## src/rtl/load_ins_dispatcher_pkg.sv

```systemverilog
// Shared LOAD instruction format: opcode and field positions of the 96-bit word.
// Latency: n/a (constants and types only).
// Backpressure: n/a.
package load_ins_dispatcher_pkg;

  localparam int INS_LEN_P = 96;

  // Opcode carried in the instruction header nibble.
  localparam logic [3:0] HEAD_LOAD = 4'b0001;

  // Field positions, shared with the load parser so both sides agree on the layout.
  localparam int DDR_MSB       = 95;
  localparam int DDR_LSB       = 64;
  localparam int IWB_MSB       = 63;
  localparam int IWB_LSB       = 62;
  localparam int LINE_MSB      = 61;
  localparam int LINE_LSB      = 50;
  localparam int TOTAL_MSB     = 49;
  localparam int TOTAL_LSB     = 34;
  localparam int ZF_BIT        = 33;
  localparam int OPX_BIT       = 32;  // reserved, always 0
  localparam int HEAD_MSB      = 31;
  localparam int HEAD_LSB      = 28;
  localparam int RSV_MSB       = 27;  // reserved, always 0
  localparam int RSV_LSB       = 20;
  localparam int BANK_MSB      = 19;
  localparam int BANK_LSB      = 12;
  localparam int BANK_ADDR_MSB = 11;
  localparam int BANK_ADDR_LSB = 0;

  typedef enum logic [1:0] {
    ST_IDLE      = 2'd0,
    ST_ISSUE     = 2'd1,
    ST_WAIT_DONE = 2'd2,
    ST_ACK       = 2'd3
  } disp_state_t;

endpackage

```

## src/rtl/load_ins_dispatcher_fifo.sv

```systemverilog
// Command queue of packed instructions with a registered read stage (show-ahead word in rd_dat).
// Latency: a word pushed at edge k is presented on rd_dat/rd_vld after edge k+1.
// Backpressure: full asserts when DEPTH words are held (storage plus read stage); push must not be issued while full.
// Ports: clk, rst_n | push, push_dat | pop (acts only when rd_vld) | rd_dat, rd_vld | full, empty (total occupancy)
module ins_cmd_fifo #(
  parameter int W     = 96,
  parameter int DEPTH = 4
) (
  input  logic         clk,
  input  logic         rst_n,
  input  logic         push,
  input  logic [W-1:0] push_dat,
  input  logic         pop,
  output logic [W-1:0] rd_dat,
  output logic         rd_vld,
  output logic         full,
  output logic         empty
);

  localparam int AW = (DEPTH > 1) ? $clog2(DEPTH) : 1;
  localparam int CW = $clog2(DEPTH + 1);

  logic [W-1:0]  mem [DEPTH];
  logic [AW-1:0] wr_ptr;
  logic [AW-1:0] rd_ptr;
  logic [CW-1:0] mem_cnt;   // words in storage, excluding the read stage
  logic [CW-1:0] tot_cnt;   // words in storage plus the read stage
  logic [W-1:0]  out_dat;
  logic          out_vld;
  logic          pop_eff;
  logic          load_out;

  assign pop_eff  = pop && out_vld;
  // Refill the read stage whenever it is empty or being consumed this cycle.
  assign load_out = (mem_cnt != '0) && (!out_vld || pop_eff);

  always_ff @(posedge clk) begin
    if (push) begin
      mem[wr_ptr] <= push_dat;
    end
  end

  always_ff @(posedge clk or negedge rst_n) begin
    if (!rst_n) begin
      wr_ptr  <= '0;
      rd_ptr  <= '0;
      mem_cnt <= '0;
      tot_cnt <= '0;
      out_dat <= '0;
      out_vld <= 1'b0;
    end else begin
      if (push) begin
        wr_ptr <= wr_ptr + 1'b1;
      end
      if (load_out) begin
        out_dat <= mem[rd_ptr];
        rd_ptr  <= rd_ptr + 1'b1;
        out_vld <= 1'b1;
      end else if (pop_eff) begin
        out_vld <= 1'b0;
      end
      mem_cnt <= mem_cnt + CW'(push) - CW'(load_out);
      tot_cnt <= tot_cnt + CW'(push) - CW'(pop_eff);
    end
  end

  assign rd_dat = out_dat;
  assign rd_vld = out_vld;
  assign full   = (tot_cnt == CW'(DEPTH));
  assign empty  = (tot_cnt == '0);

endmodule

```

## src/rtl/load_ins_dispatcher.sv

```systemverilog
// Packs scheduler load commands into LOAD instructions, issues one at a time and acknowledges parser completion.
// Latency: command pushed at edge k into an idle, empty block drives ins_valid after edge k+2; ack one cycle after ins_done.
// Backpressure: cmd_ready drops while the queue is full; ins_data/ins_valid hold until ins_ready.
// Ports: clk, rst_n | cmd_* (valid/ready + fields) | ins_data, ins_valid, ins_ready | ins_done, ins_done_ack
//        | busy, done_cnt, err_timeout (sticky until reset)
module load_ins_dispatcher
  import load_ins_dispatcher_pkg::*;
#(
  parameter int IWB_SEL_W   = 2,
  parameter int BID_W       = 8,
  parameter int ADDR_W      = 12,
  parameter int DDR_ADDR_W  = 32,
  parameter int LINE_SIZE_W = 12,
  parameter int ALL_SIZE_W  = 16,
  parameter int INS_LEN     = INS_LEN_P,
  parameter int FIFO_DEPTH  = 4,
  parameter int CNT_W       = 16,
  parameter int TMO_W       = 20
) (
  input  logic                   clk,
  input  logic                   rst_n,
  input  logic                   cmd_valid,
  output logic                   cmd_ready,
  input  logic [IWB_SEL_W-1:0]   cmd_iwb_id,
  input  logic [BID_W-1:0]       cmd_bank_id,
  input  logic [ADDR_W-1:0]      cmd_bank_addr,
  input  logic [LINE_SIZE_W-1:0] cmd_line_size,
  input  logic [ALL_SIZE_W-1:0]  cmd_total_size,
  input  logic                   cmd_zero_fill,
  input  logic [DDR_ADDR_W-1:0]  cmd_ddr_addr,
  output logic [INS_LEN-1:0]     ins_data,
  output logic                   ins_valid,
  input  logic                   ins_ready,
  input  logic                   ins_done,
  output logic                   ins_done_ack,
  output logic                   busy,
  output logic [CNT_W-1:0]       done_cnt,
  output logic                   err_timeout
);

  disp_state_t        state;
  disp_state_t        state_nxt;
  logic [INS_LEN-1:0] ins_word;
  logic [INS_LEN-1:0] ins_data_q;
  logic [INS_LEN-1:0] fifo_rd_dat;
  logic               fifo_rd_vld;
  logic               fifo_full;
  logic               fifo_empty;
  logic               cmd_push;
  logic               fifo_pop;
  logic               load_ins;
  logic               xfer;
  logic [TMO_W-1:0]   wdog;
  logic [TMO_W-1:0]   wdog_inc;
  logic [CNT_W-1:0]   done_cnt_q;
  logic               err_q;

  // Pack the command into the instruction word; reserved bits stay zero.
  always_comb begin
    ins_word                              = '0;
    ins_word[DDR_MSB:DDR_LSB]             = cmd_ddr_addr;
    ins_word[IWB_MSB:IWB_LSB]             = cmd_iwb_id;
    ins_word[LINE_MSB:LINE_LSB]           = cmd_line_size;
    ins_word[TOTAL_MSB:TOTAL_LSB]         = cmd_total_size;
    ins_word[ZF_BIT]                      = cmd_zero_fill;
    ins_word[HEAD_MSB:HEAD_LSB]           = HEAD_LOAD;
    ins_word[BANK_MSB:BANK_LSB]           = cmd_bank_id;
    ins_word[BANK_ADDR_MSB:BANK_ADDR_LSB] = cmd_bank_addr;
  end

  assign cmd_ready = !fifo_full;
  assign cmd_push  = cmd_valid && cmd_ready;

  ins_cmd_fifo #(
    .W     (INS_LEN),
    .DEPTH (FIFO_DEPTH)
  ) u_fifo (
    .clk      (clk),
    .rst_n    (rst_n),
    .push     (cmd_push),
    .push_dat (ins_word),
    .pop      (fifo_pop),
    .rd_dat   (fifo_rd_dat),
    .rd_vld   (fifo_rd_vld),
    .full     (fifo_full),
    .empty    (fifo_empty)
  );

  always_ff @(posedge clk or negedge rst_n) begin
    if (!rst_n) begin
      state <= ST_IDLE;
    end else begin
      state <= state_nxt;
    end
  end

  // ins_done outside WAIT_DONE is deliberately not looked at.
  always_comb begin
    state_nxt = state;
    fifo_pop  = 1'b0;
    load_ins  = 1'b0;
    xfer      = 1'b0;
    case (state)
      ST_IDLE: begin
        if (fifo_rd_vld) begin
          fifo_pop  = 1'b1;
          load_ins  = 1'b1;
          state_nxt = ST_ISSUE;
        end
      end
      ST_ISSUE: begin
        if (ins_ready) begin
          xfer      = 1'b1;
          state_nxt = ST_WAIT_DONE;
        end
      end
      ST_WAIT_DONE: begin
        if (ins_done) begin
          state_nxt = ST_ACK;
        end
      end
      ST_ACK: begin
        state_nxt = ST_IDLE;
      end
      default: begin
        state_nxt = ST_IDLE;
      end
    endcase
  end

  assign wdog_inc = wdog + 1'b1;

  always_ff @(posedge clk or negedge rst_n) begin
    if (!rst_n) begin
      ins_data_q <= '0;
      wdog       <= '0;
      done_cnt_q <= '0;
      err_q      <= 1'b0;
    end else begin
      if (load_ins) begin
        ins_data_q <= fifo_rd_dat;
      end
      if (xfer) begin
        wdog <= '0;
      end else if (state == ST_WAIT_DONE && !(&wdog)) begin
        wdog <= wdog_inc;
        // Flag on the cycle the counter reaches all-ones, then hold it there.
        if (&wdog_inc) begin
          err_q <= 1'b1;
        end
      end
      if (state == ST_ACK) begin
        done_cnt_q <= done_cnt_q + 1'b1;
      end
    end
  end

  assign ins_data     = ins_data_q;
  assign ins_valid    = (state == ST_ISSUE);
  assign ins_done_ack = (state == ST_ACK);
  assign busy         = !fifo_empty || (state != ST_IDLE);
  assign done_cnt     = done_cnt_q;
  assign err_timeout  = err_q;

endmodule

```

## config.mk

```make
export PLATFORM = sky130hd
export DESIGN_NAME = load_ins_dispatcher
export DESIGN_NICKNAME = d
export VERILOG_FILES = /design/src/rtl/load_ins_dispatcher_pkg.sv /design/src/rtl/load_ins_dispatcher_fifo.sv /design/src/rtl/load_ins_dispatcher.sv
export SDC_FILE = /design/constraint.sdc
export NUM_CORES = 1
export LEC_CHECK = 0
export ABC_CLOCK_PERIOD_IN_PS = 3690
export CORE_UTILIZATION = 55
export CTS_BUF_LIST = sky130_fd_sc_hd__clkbuf_4 sky130_fd_sc_hd__clkbuf_8 sky130_fd_sc_hd__clkbuf_16
export CTS_CLUSTER_DIAMETER = 200
export DETAILED_ROUTE_END_ITERATION = 8
export GPL_TIMING_DRIVEN = 1
export HOLD_SLACK_MARGIN = 0.08
export PLACE_DENSITY = 0.77
export SYNTH_ARGS = -nofsm -noshare
export SYNTH_HDL_FRONTEND = slang
export SYNTH_SLANG_ARGS = --single-unit
```

## constraint.sdc

```tcl
create_clock -name clk -period 3.69 [get_ports clk]
set_clock_uncertainty 0.2 [all_clocks]
set_input_delay 0.738 -clock clk [delete_from_list [all_inputs] [get_ports clk]]
set_output_delay 0.738 -clock clk [all_outputs]
set_load 0.005 [all_outputs]
```

; ---- Word level (Yosys, flattened, before mapping)
; Memory sizes are Yosys's and may differ from the RTL's. A register that Yosys moved wholly into a read port is not among the register bits.
; Cells that the tools add are included.
[op_classes]
shift = 0
n_bitwise = 1
n_addsub = 8
div = 0
muxes = 14
magnitude_cmp = 0
multipliers = 0
eq_ne = 7
reduce_logical = 20
[op_table]
columns = cell, n
row1 = 20-bit two-way mux, 2
row2 = 22-bit AND reduction, 1
row3 = "20-bit by 1-bit adder with 20-bit output, second input constant", 1
row4 = 20-bit AND reduction, 1
row5 = "16-bit by 1-bit adder with 16-bit output, second input constant", 1
row6 = 1-bit two-way mux, 8
row7 = 2-bit one-hot mux with 4 select lines, 1
row8 = 3-bit by 1-bit adder with 3-bit output, 2
row9 = 2-bit two-way mux, 3
row10 = 2-bit nonzero test, 3
row11 = 3-bit by 1-bit subtractor with 3-bit output, 2
row12 = 1-bit logical NOT, 5
row13 = "2-bit by 1-bit adder with 2-bit output, second input constant", 2
row14 = "2-bit equality test, second input constant", 2
row15 = 1-bit logical AND, 4
row16 = "2-bit by 1-bit inequality test with 1-bit output, second input constant", 2
row17 = "3-bit equality test, second input constant", 1
row18 = 3-bit logical NOT, 1
row19 = 3-bit AND reduction, 1
row20 = 3-bit nonzero test, 1
row21 = "2-bit by 1-bit equality test with 1-bit output, second input constant", 1
row22 = 2-bit logical NOT, 1
row23 = 1-bit logical OR, 2
row24 = "2-bit inequality test, second input constant", 1
row25 = 1-bit NOT, 1
[totals]
reg_bits = 242
romBits = 0
output_inout_bits = 117
ramBits = 332
input_bits = 88
latchBits = 0
memories = 1
elab_cells = 62
[mem_list]
columns = memory, depth, width, read_ports, rd_ports_with_merged_regs, wr, line_no
row1 = u_fifo.mem, 4, 83, 1, 1, 1, load_ins_dispatcher_fifo.sv:23  ; logic [W-1:0] mem [DEPTH];

; ---- Longest topological paths before layout
[logic_depth]
depth_word = 6
mapped_depth = 12
ltp_nobuf = 11

; ---- Cells and area by module
; Synthesis repeated with hierarchy kept, for this count alone.
[hier_totals]
hier_cells = 1179
hier_area_um2 = 23691.5
[modules_own_cells]
columns = module, instances, seq_area_each_um2, cells_each, area_per_inst_um2
row1 = ins_cmd_fifo, 1, 14208.6, 757, 17981.0
row2 = load_ins_dispatcher, 1, 3378.2, 422, 5710.5

; ---- Worst setup path before layout
; OpenSTA, ideal clock, no wires.
[synth_timing]
path_kind = input to register
start = input port cmd_valid
end = memory u_fifo.mem[0][0] (netlist name), enable pin
n_path_buf = 0
arrival_ns = 2.709
cell_stages = 1
path_slack_ns = 0.330
required_ns = 3.039
setup_time_ns = 0.451
path_cell_list = and3_1
[synth_via]
elab_chain_len = 3
[synth_rtl]
columns = item, line_no
row1 = "start, declared", load_ins_dispatcher.sv:22  ; input logic cmd_valid,
row2 = 1-bit logical AND, load_ins_dispatcher.sv:72  ; assign cmd_push = cmd_valid && cmd_ready;
row3 = 1-bit two-way mux, load_ins_dispatcher_fifo.sv:38  ; if (push) begin
row4 = 1-bit two-way mux (not written as such), load_ins_dispatcher_fifo.sv:39  ; mem[wr_ptr] <= push_dat;
row5 = "end, declared", load_ins_dispatcher_fifo.sv:23
; Every way passes these cells.

; ---- Worst setup path after layout
[layout_timing]
start = register state[0]
end = output port busy
[layout_via]
elab_chain_len = 2
[layout_rtl]
columns = item, line_no
row1 = "start, declared", load_ins_dispatcher.sv:41  ; disp_state_t state;
row2 = "start signal, assigned", load_ins_dispatcher.sv:93  ; state <= state_nxt;
row3 = 2-bit nonzero test, load_ins_dispatcher.sv:161  ; assign busy = !fifo_empty || (state != ST_IDLE);
row4 = 1-bit logical OR, load_ins_dispatcher.sv:161
row5 = "end, declared", load_ins_dispatcher.sv:36  ; output logic busy,
; Every way passes these cells.

==> impl_results.md <==
* Total CTS buffers at 53
* Top Metal Used: met5
* Wire per inst at 20.8 microns
* Synth Area per Inst at 19.6 sq um
* Sink Count at 550
* Sw Ratio at 0.271
* Met2 Wirelength at 19500 microns
* Most common cell after layout, fill and taps aside: edfxtp_1
* Iteration count of the initial detailed-routing pass at 5
* First-pass GRT wire length at 60200 microns
* RSZ-0062 raised after global routing: false
* Final hold vios at 0
* Critical path's slowest cell: clkdlybuf4s50_1
* Largest net degree at the start of global routing at 87
* H-tree depth at 2
* Core area at 36900 sq um
* DRT met1 WL at 16000 microns
* Root Driver: clkbuf_16
* Setup TNS at 0 ps
* Row cnt at 70
* CTS Buffer Depth at 3
* # DRC at 0
* Post-CTS Hold Fix Bufs at 1
* Number of setup buffers added after CTS at 0
* Most frequent cells in the layout: edfxtp_1, dfrtp_1, clkdlybuf4s50_1, mux2_2, mux4_2
* Final Cycle Share at 0.780
* Slew Limit Headroom at 0.490
* Chip width at 196 microns
* Hold Crit Class: reg2reg
* Initial Utilization at 0.564
* Static leakage at 9.24 nW
* Post-layout nets at 1391
* Place WS at 854 ps
* Die area at 38600 sq um
* Peak supply drop at 0.000591 V
* Mapped Area at 20800 sq um
* Buffers plus inverters on the worst setup path at 2
* Critical Path RT at 2750 ps
* Clock transition at path regs at 60 ps
* Maximum fanout along the worst path at 4
* Setup ws final at 813 ps
* IO Port Bufs at 192
* Worst skew pair latency at 590 ps
* Result of the run: completed
* Final ANT Viol Nets at 0
* Slew Limit Fails at 0
* Setup Viol. Count Final at 0
* Register area share after synthesis at 0.742
* Crit-path max cell delay at 490 ps
* Fmax achieved at 348 MHz
* Cell-internal power at 0.0156 W
* Slew @ Worst Pin at 765 ps
* Met3 wire len at 1830 microns
* Via count at 10100
* Sequential Power Share at 0.437
* Via density at 5.49
* Gate power share at 0.302
* Area Growth Syn to Fin at 21.7%
* CTS tree: built
* Total track usage at 0.207
* FF+latch count, synth at 550
* Layout cells sized above 1 at 0.285
* DRT Wirelength at 38200 microns
* Cts repair resizes at 0
* Yosys warns at 0
* Vias in the first global route at 10700
* CP Cell Sequence: inv_1, ha_1, nand3b_1, clkdlybuf4s50_1
* Antenna violations before repair at 4
* CP delay by family, top: buffers and inverters
* Initial detailed-routing violation count at 605
* Mapped Cells at 1060
* Num ports at 205
* Net Sw Power at 0.00580 W
* MaxCap Viol Count at 0
* GP Congestion at 0.797
* GR Overflow Total at 0
* Tmin final at 2880 ps
* Final HPWL DP at 22700 microns
* Crit path DAT at 1940 ps
* Crit start category: flip-flop
* Unique masters post-synth at 44
* Height of the die at 196 microns
* Filler cells at 2336
* WS Path Type: reg2out
* Share of total power in the clock network at 0.262
* Setup crit end kind: output pin
* Pwr/cell area at 847 nW/um^2
## power by group through the flow
| stage | registers, W | clock network, W | logic, W |
|---|---|---|---|
| finish | 0.00936 | 0.00561 | 0.00647 |
| global route | 0.00956 | 0.00595 | 0.00698 |
| CTS | 0.00940 | 0.00573 | 0.00661 |
| detailed placement | 0.00949 | 0 | 0.00655 |
| global placement | 0.00940 | 0 | 0.00640 |
| floorplan | 0.00923 | 0 | 0.00426 |
## synthesized netlist by cell type, drive strengths merged
library cell	instances	area [sq um]
and4	2	17.5
nor3b	1	12.5
nor3	8	45.0
or2	3	21.3
o22ai	1	6.26
mux4	83	1870
nor2	28	105
xor2	15	131
clkbuf	26	97.6
nand2b	1	6.26
o2111ai	1	8.76
xnor2	30	263
nor4b	1	8.76
or4	1	7.51
conb	1	3.75
nand4	9	62.6
dfrtp	218	5460
nand2	23	86.3
mux2i	1	10.0
and2	2	12.5
o21ai	6	30.0
o21a	1	7.51
mux2	168	1890
and3	8	50.1
or3	3	18.8
nand3	14	70.1
o32a	1	10.0
a21oi	4	20.0
nand3b	1	7.51
buf	26	158
edfxtp	332	9970
fa	2	40.0
inv	21	78.8
ha	15	188
nor4	1	6.26
o41ai	1	16.3
a31oi	1	6.26
## worst paths after layout
| kind | startpoint | endpoint | slack [ps] | cells after the start |
|---|---|---|---|---|
| worst max-delay path | state[0] | busy | 810 | 4 |
| worst min-delay path | done_cnt[15] | done_cnt[15] | 270 | 1 |
| worst max register to register | state[0] | u_fifo.mem_cnt[2] | 1160 | 11 |
| worst min register to register | done_cnt[15] | done_cnt[15] | 270 | 1 |
| max in group asynchronous | rst_n | u_fifo.rd_ptr[0] | 1990 | 3 |
| min in group asynchronous | rst_n | ins_data[91] | 500 | 2 |
## through the flow
stage | utilization | power (W) | area (sq um) | hold WS (ps) | instances
global route | 0.686 | 0.0225 | 25300 | 300 | 1838
global placement | 0.636 | 0.0158 | 23400 | 252 | 1734
floorplan | - | 0.0135 | 20800 | 235 | 1071
detailed placement | 0.636 | 0.0160 | 23400 | 268 | 1734
finish | 0.686 | 0.0214 | 25300 | 267 | 1838
CTS | 0.686 | 0.0217 | 25300 | 276 | 1835
## routing by layer
layer	vias up	GRT usage
met3	56	0.0404
li1	4502	-
met1	5290	0.275
met2	236	0.348
met4	2	0.0686
met5	-	0
## area by class of cell
class                      instances  area (sq um)  area share
timing repair buffer             212          2190      0.0866
sequential                       550         15400       0.610
clock buffer                      71          1520      0.0601
inverter                          21          78.8     0.00311
antenna                            3          7.51    0.000297
tap                              504           631      0.0249
clock inverter                    29           324      0.0128
multi-input combinational        448          5120       0.202
## sequential cells by signal, summed over array words and instances (netlist names)
| name | cells |
|---|---|
| u_fifo.mem_cnt | 3 |
| u_fifo.rd_ptr | 2 |
| u_fifo.wr_ptr | 2 |
| u_fifo.rd_vld | 1 |
| err_timeout | 1 |
| wdog | 20 |
| u_fifo.rd_dat | 84 |
| ins_data | 84 |
| u_fifo.tot_cnt | 3 |
| u_fifo.mem | 332 |
| done_cnt | 16 |
| state | 2 |
## cell families after synthesis
logic type	synth area share
other	0.000180
AND/OR/NAND/NOR	0.0259
buffers and inverters	0.0161
flip-flops	0.742
adder cells (fa/ha/maj)	0.0109
multiplexers	0.181
XOR/XNOR	0.0189
AO/OA/AOI/OAI	0.00505
## worst reg2reg max path, delay by kind of cell (launching register included)
family | cells | cell delay, ps
flops | 1 | 410
fa+ha+maj | 4 | 1020
compound gates | 1 | 190
buf+inv | 4 | 340
xor+xnor | 2 | 260
Power figures use the tool's default switching activity.
